$ cat config.mk
export PLATFORM = sky130hd
export DESIGN_NAME = sprite_motion_ctrl
export DESIGN_NICKNAME = d
export VERILOG_FILES = /design/src/rtl/sprite_motion_ctrl.sv
export SDC_FILE = /design/constraint.sdc
export NUM_CORES = 1
export LEC_CHECK = 0
export BUFFER_PORTS_ARGS = -buffer_cell sky130_fd_sc_hd__buf_2
export CORE_AREA = 8 8 118 120
export CTS_BUF_LIST = sky130_fd_sc_hd__clkbuf_2
export CTS_CLUSTER_SIZE = 8
export DETAILED_ROUTE_END_ITERATION = 8
export DIE_AREA = 0 0 126 128
export PLACE_DENSITY_LB_ADDON = 0.15
export SYNTH_ARGS = -nofsm -noshare
export SYNTH_HDL_FRONTEND = slang
export SYNTH_SLANG_ARGS = --single-unit
export TNS_END_PERCENT = 10
$ cat constraint.sdc
create_clock -name pixelCLK -period 1.7 [get_ports pixelCLK]
set_input_delay 0.17 -clock pixelCLK [delete_from_list [all_inputs] [get_ports pixelCLK]]
set_output_delay 0.17 -clock pixelCLK [all_outputs]
set_load 0.1 [all_outputs]
$ cat src/rtl/sprite_motion_ctrl.sv
// Per-frame sprite position controller: debounces four push keys, steps the sprite
// once per frame inside a clamp window and reverts to the last collision-free spot.
module sprite_motion_ctrl #(
  parameter int XW         = 11,
  parameter int YW         = 11,
  parameter int X_INIT     = 80,
  parameter int Y_INIT     = 80,
  parameter int X_MIN      = 20,
  parameter int X_MAX      = 800,
  parameter int Y_MIN      = 24,
  parameter int Y_MAX      = 456,
  parameter int STEP       = 1,
  parameter int DEB_FRAMES = 3
) (
  input  logic          pixelCLK,
  input  logic          RESET_N,
  input  logic          enable,
  input  logic          frame_tick,
  input  logic [3:0]    KEY_N,
  input  logic          collide,
  output logic [XW-1:0] img_x,
  output logic [YW-1:0] img_y,
  output logic          collided,
  output logic          moving,
  output logic          overrun,
  output logic [7:0]    collide_cnt
);

  localparam logic [1:0] S_WAIT = 2'd0;
  localparam logic [1:0] S_EVAL = 2'd1;
  localparam logic [1:0] S_MOVE = 2'd2;

  localparam logic [3:0]    DEB      = 4'(DEB_FRAMES);
  localparam logic [XW-1:0] X_INIT_N = XW'(X_INIT);
  localparam logic [YW-1:0] Y_INIT_N = YW'(Y_INIT);
  localparam logic [XW-1:0] X_MIN_N  = XW'(X_MIN);
  localparam logic [XW-1:0] X_MAX_N  = XW'(X_MAX);
  localparam logic [YW-1:0] Y_MIN_N  = YW'(Y_MIN);
  localparam logic [YW-1:0] Y_MAX_N  = YW'(Y_MAX);
  localparam logic [XW-1:0] X_STEP_N = XW'(STEP);
  localparam logic [YW-1:0] Y_STEP_N = YW'(STEP);
  // Thresholds carry one extra bit so the clamp test can never wrap.
  localparam logic [XW:0]   X_LO_W   = (XW+1)'(X_MIN + STEP);
  localparam logic [XW:0]   X_HI_W   = (XW+1)'(X_MAX - STEP);
  localparam logic [YW:0]   Y_LO_W   = (YW+1)'(Y_MIN + STEP);
  localparam logic [YW:0]   Y_HI_W   = (YW+1)'(Y_MAX - STEP);

  logic [1:0]      state_q, state_d;
  logic [3:0]      key_meta_q, key_meta_d;
  logic [3:0]      key_sync_q, key_sync_d;
  logic [3:0][3:0] deb_cnt_q, deb_cnt_d;
  logic [XW-1:0]   img_x_q, img_x_d, good_x_q, good_x_d;
  logic [YW-1:0]   img_y_q, img_y_d, good_y_q, good_y_d;
  logic            collided_q, collided_d;
  logic            overrun_q, overrun_d;
  logic [7:0]      collide_cnt_q, collide_cnt_d;

  logic [3:0]      pressed;
  logic [3:0]      held;
  logic [XW-1:0]   x_dec, x_inc;
  logic [YW-1:0]   y_dec, y_inc;

  assign pressed = ~key_sync_q;

  always_comb begin
    for (int k = 0; k < 4; k++) begin
      held[k] = (deb_cnt_q[k] == DEB);
    end
  end

  assign x_dec = ({1'b0, img_x_q} >= X_LO_W) ? (img_x_q - X_STEP_N) : X_MIN_N;
  assign x_inc = ({1'b0, img_x_q} <= X_HI_W) ? (img_x_q + X_STEP_N) : X_MAX_N;
  assign y_dec = ({1'b0, img_y_q} >= Y_LO_W) ? (img_y_q - Y_STEP_N) : Y_MIN_N;
  assign y_inc = ({1'b0, img_y_q} <= Y_HI_W) ? (img_y_q + Y_STEP_N) : Y_MAX_N;

  always_comb begin
    key_meta_d    = KEY_N;
    key_sync_d    = key_meta_q;
    deb_cnt_d     = deb_cnt_q;
    state_d       = state_q;
    img_x_d       = img_x_q;
    img_y_d       = img_y_q;
    good_x_d      = good_x_q;
    good_y_d      = good_y_q;
    collided_d    = 1'b0;
    collide_cnt_d = collide_cnt_q;
    overrun_d     = overrun_q | (frame_tick & (state_q != S_WAIT));

    if (frame_tick) begin
      for (int k = 0; k < 4; k++) begin
        if (!pressed[k])          deb_cnt_d[k] = 4'd0;
        else if (deb_cnt_q[k] != DEB) deb_cnt_d[k] = deb_cnt_q[k] + 4'd1;
      end
    end

    case (state_q)
      S_WAIT: begin
        if (frame_tick && enable) state_d = S_EVAL;
      end
      S_EVAL: begin
        if (collide) begin
          img_x_d    = good_x_q;
          img_y_d    = good_y_q;
          collided_d = 1'b1;
          if (collide_cnt_q != 8'hFF) collide_cnt_d = collide_cnt_q + 8'd1;
          state_d    = S_WAIT;
        end else begin
          good_x_d = img_x_q;
          good_y_d = img_y_q;
          state_d  = S_MOVE;
        end
      end
      S_MOVE: begin
        // Up beats down and left beats right; the two axes are independent.
        if (held[3])      img_y_d = y_dec;
        else if (held[2]) img_y_d = y_inc;
        if (held[1])      img_x_d = x_dec;
        else if (held[0]) img_x_d = x_inc;
        state_d = S_WAIT;
      end
      default: state_d = S_WAIT;
    endcase
  end

  always_ff @(posedge pixelCLK or negedge RESET_N) begin
    if (!RESET_N) begin
      state_q       <= S_WAIT;
      key_meta_q    <= 4'hF;
      key_sync_q    <= 4'hF;
      deb_cnt_q     <= '0;
      img_x_q       <= X_INIT_N;
      img_y_q       <= Y_INIT_N;
      good_x_q      <= X_INIT_N;
      good_y_q      <= Y_INIT_N;
      collided_q    <= 1'b0;
      overrun_q     <= 1'b0;
      collide_cnt_q <= 8'd0;
    end else begin
      state_q       <= state_d;
      key_meta_q    <= key_meta_d;
      key_sync_q    <= key_sync_d;
      deb_cnt_q     <= deb_cnt_d;
      img_x_q       <= img_x_d;
      img_y_q       <= img_y_d;
      good_x_q      <= good_x_d;
      good_y_q      <= good_y_d;
      collided_q    <= collided_d;
      overrun_q     <= overrun_d;
      collide_cnt_q <= collide_cnt_d;
    end
  end

  assign img_x       = img_x_q;
  assign img_y       = img_y_q;
  assign collided    = collided_q;
  assign moving      = |held;
  assign overrun     = overrun_q;
  assign collide_cnt = collide_cnt_q;

endmodule
==> metrics.csv <==
stage;metric;value;unit
place;port_buffers;41;
power;leakage;2.76;nW
sta;fmax;418;MHz
place;gp_congestion;0.912;
sta;rsz0062_at_grt;yes;
logic_synthesis;synth_top_area_share;34.2;%
logic_synthesis;synth_area_leader_cell;dfrtp_1;
critical_path;start_kind;flip-flop;
logic_synthesis;yosysSeqAreaShare;43.2;%
route;viasPerCell;5.53;
logic_synthesis;synthXorXnorAreaFrac;3.37;%
finish;drive_gt1_share;50.2;%
route;wl_per_cell;17.1;um
global_route;busiest_layer;met2;
run;max_cap_viol_count;0;
logic_synthesis;synth_cell_types;76;
global_route;grt_pass1_wl;22300;um
floorplan;initial_core_util;38.3;%
logic_synthesis;synthMuxAreaShare;6.61;%
clock_tree;cts_max_level;3;
power;p_per_area;1610;nW/um^2
logic_synthesis;synth_top_family_by_area;compound AO/OA/AOI/OAI gates;
sta;maxSlewHeadroom;56.5;%
logic_synthesis;syn_nets;493;
global_route;overflow;0;
global_route;grt_pass1_vias;4500;
floorplan;dieArea;16100;um^2
finish;postLayoutCoreUtil;55.1;%
sta;hold_viol_final;0;
finish;area_growth;43.8;%
critical_path;crit_chain;ha_2 -> nor3b_4 -> buf_4 -> or4_4 -> buf_12;
logic_synthesis;yosysWarnings;0;
power;ir_worst_vdd;0.000947;V
global_route;antenna_found_initial;0;
clock_tree;path_clk_slew;0.26;ns
critical_path;worstSetupEndpointType;output port;
clock_tree;cts-buffers-inserted;9;
floorplan;coreArea;12200;um^2
sta;setup_slack;-0.693;ns
worst_hold_path;hp-start;frame_tick;
global_route;use_met2;29.3;%
global_route;use_met1;20.5;%
sta;period_needed;2.39;ns
floorplan;die-height;128;um
finish;fin_nets;651;
logic_synthesis;synth_compound_area_share;19.7;%
route;ant_nets;0;
clock_tree;cts_root_buf;clkbuf_2;
sta;worst_pin_slew;0.651;ns
critical_path;ff2ff_setup_slack;-0.34;ns
floorplan;ios;42;
clock_tree;clkSinkCount;80;
critical_path;cp_slowest_stage_delay;0.50;ns
run_status;status;finished, violations left;
critical_path;worstSetupPathType;flip-flop to output port;
critical_path;reg2reg_depth;8;
critical_path;crit_arrival;2.22;ns
worst_hold_path;hp-class;primary input to flip-flop;
route;wirelength;13400;um
place;dpl.hpwl;9580;um
route;vias;4343;
power;finalPower;10.9;mW
logic_synthesis;synth.area.top_cells;dfrtp_1, dfstp_2, mux2_2, ha_1, o22ai_1;
route;drcViolationCount;0;
floorplan;num_rows;41;
logic_synthesis;synth_fa_ha_area_share;2.94;%
logic_synthesis;avgSynthCellArea;9.89;um^2
run_status;violations;setup timing;
clock_tree;clkLatencyLatePin;0.61;ns
logic_synthesis;synth_edf_count;0;
route;drt-initial-drc-count;223;
logic_synthesis;synth_seq_cells;80;
critical_path;cp_slowest_cell;or4_4;
worst_hold_path;min_path_cells;3;
global_route;grt_usage;17.2;%
worst_hold_path;min_to;state_q[0];
sta;final_max_slew_viol_count;0;
logic_synthesis;synthFlopType;dfrtp_1;
critical_path;reg2reg_to;img_y[8];
global_route;grt_max_degree;38;
logic_synthesis;netlist_area;4680;um^2
critical_path;reg2reg_from;img_y[0];
logic_synthesis;yosys.area_share.simple;19.0;%
place;dp_worst_setup_slack;-0.412;ns
finish;n_antenna_cell;0;
critical_path;crit_fanout;2;
clock_tree;cts_tree;done;
global_route;use_met3;2.87;%
logic_synthesis;ys_async_sr_fraction;100;%
sta;finalCritPeriodShare;141;%
sta;setup_viol;30;
logic_synthesis;syn_inst;473;
finish;fin_area;6730;um^2
critical_path;worstPathRequired;1.53;ns
place;dpl_cell_area;5990;um^2
clock_tree;max-clock-path-buffers;2;
route;drtPass1Iterations;4;
floorplan;die_w;126;um
sta;finalClockSkew;0.0473;ns
sta;tns;-5.55;ns
cell usage in the layout, fill, tap and decap left out, types with 6 or more instances in the layout:
| master | instances |
|---|---|
| nand2_1 | 27 |
| o21ai_0 | 18 |
| o21ai_1 | 6 |
| mux2_2 | 23 |
| dlygate4sd3_1 | 9 |
| buf_2 | 12 |
| buf_12 | 10 |
| nor3_1 | 9 |
| or3_1 | 8 |
| a31oi_1 | 6 |
| dfstp_2 | 13 |
| nand2b_1 | 6 |
| dfrtp_4 | 9 |
| clkbuf_2 | 11 |
| a21oi_1 | 21 |
| nand4_1 | 10 |
| inv_1 | 22 |
| dfrtp_2 | 13 |
| xnor2_1 | 13 |
| o22ai_1 | 21 |
| dfrtp_1 | 42 |
| buf_6 | 17 |
| nand3_1 | 19 |
| buf_4 | 122 |
| nor2_1 | 13 |
critical path, delay by kind of cell, from the launching register on:
family | cells | cell delay (ns)
buffers and inverters | 2 | 0.33
DFF | 1 | 0.44
and+or+nand+nor | 2 | 0.65
adders and majority gates | 1 | 0.19
power breakdown:
group / switching [mW] / total (mW) / internal (mW)
Clock: 0.724 / 1.07 / 0.348
Combinational: 3.94 / 6.46 / 2.52
Sequential: 0.686 / 3.32 / 2.63
Yosys cell counts (4+ instances only):
| cell | number |
|---|---|
| a21oi_1 | 27 |
| a221oi_1 | 4 |
| a31oi_1 | 6 |
| and2_1 | 4 |
| and3_1 | 5 |
| buf_2 | 13 |
| clkbuf_1 | 10 |
| dfrtp_1 | 64 |
| dfstp_2 | 16 |
| ha_1 | 11 |
| inv_1 | 26 |
| mux2_2 | 23 |
| mux2i_1 | 5 |
| nand2_1 | 31 |
| nand2b_1 | 7 |
| nand3_1 | 19 |
| nand4_1 | 10 |
| nor2_1 | 19 |
| nor3_1 | 13 |
| nor3b_1 | 7 |
| nor4_1 | 7 |
| o21a_1 | 5 |
| o21ai_0 | 21 |
| o21ai_1 | 4 |
| o22ai_1 | 22 |
| o31ai_1 | 4 |
| or3_1 | 9 |
| xnor2_1 | 13 |
| xor2_1 | 5 |
sequential cells by signal, indices dropped and copies added, names as in the netlist, 2 cells and up:
name,cells
collide_cnt,8
deb_cnt_q,16
good_x_q,11
good_y_q,11
img_x,11
img_y,11
key_meta_q,4
key_sync_q,4
state_q,2
metal layers:
layer,routed length (um),part of all wire [%],vias to the layer above
li1,-,-,2076
met1,6040,45,2164
met2,6630,49,81
met3,434,3.2,22
met4,304,2.3,0
met5,0,0,-
worst max path at each step:
stage,depth (start not counted),endpoint,start
after CTS,5,moving,deb_cnt_q[5]
after global placement,6,img_y[5],img_y[0]
after global routing,5,moving,deb_cnt_q[5]
final,5,moving,deb_cnt_q[5]
after detailed placement,6,img_y[5],img_y[0]
after floorplan,7,img_y[8],img_y[0]
stage by stage:
step           hold slack (ns)  instances
2_1_floorplan           -0.126        473
3_3_place_gp             0.115        750
4_1_cts                0.00371        783
5_1_grt                 0.0431        786
6_report                0.0329        786
3_5_place_dp             0.119        750
kinds of logic (layout without fill, tap and decap cells):
group | after synthesis | in the layout
multiplexers | 28 | 28
AO/OA/AOI/OAI | 128 | 128
buffers and inverters | 54 | 217
XOR/XNOR | 18 | 18
AND/OR/NAND/NOR | 154 | 154
adder cells (fa/ha/maj) | 11 | 11
flip-flops | 80 | 80
final cells by class:
type | instances | area, um^2
multi-input cells | 339 | 2730
flip-flops and latches | 80 | 2080
repair buffers | 174 | 1510
clock inverters | 5 | 57.6
fillers | 1114 | 5480
inverters | 27 | 109
well taps | 150 | 188
clock buffers | 11 | 55.1
what timing repair did:
item                       CTS  global route
setup buffers               10             3
hold endpoints to repair    76             0
cloned                       0             0
pin swaps                   28            13
gates resized for setup     92            29
hold buffers                 9             0
setup endpoints to repair   51            50
Power figures use the tool's default switching activity.
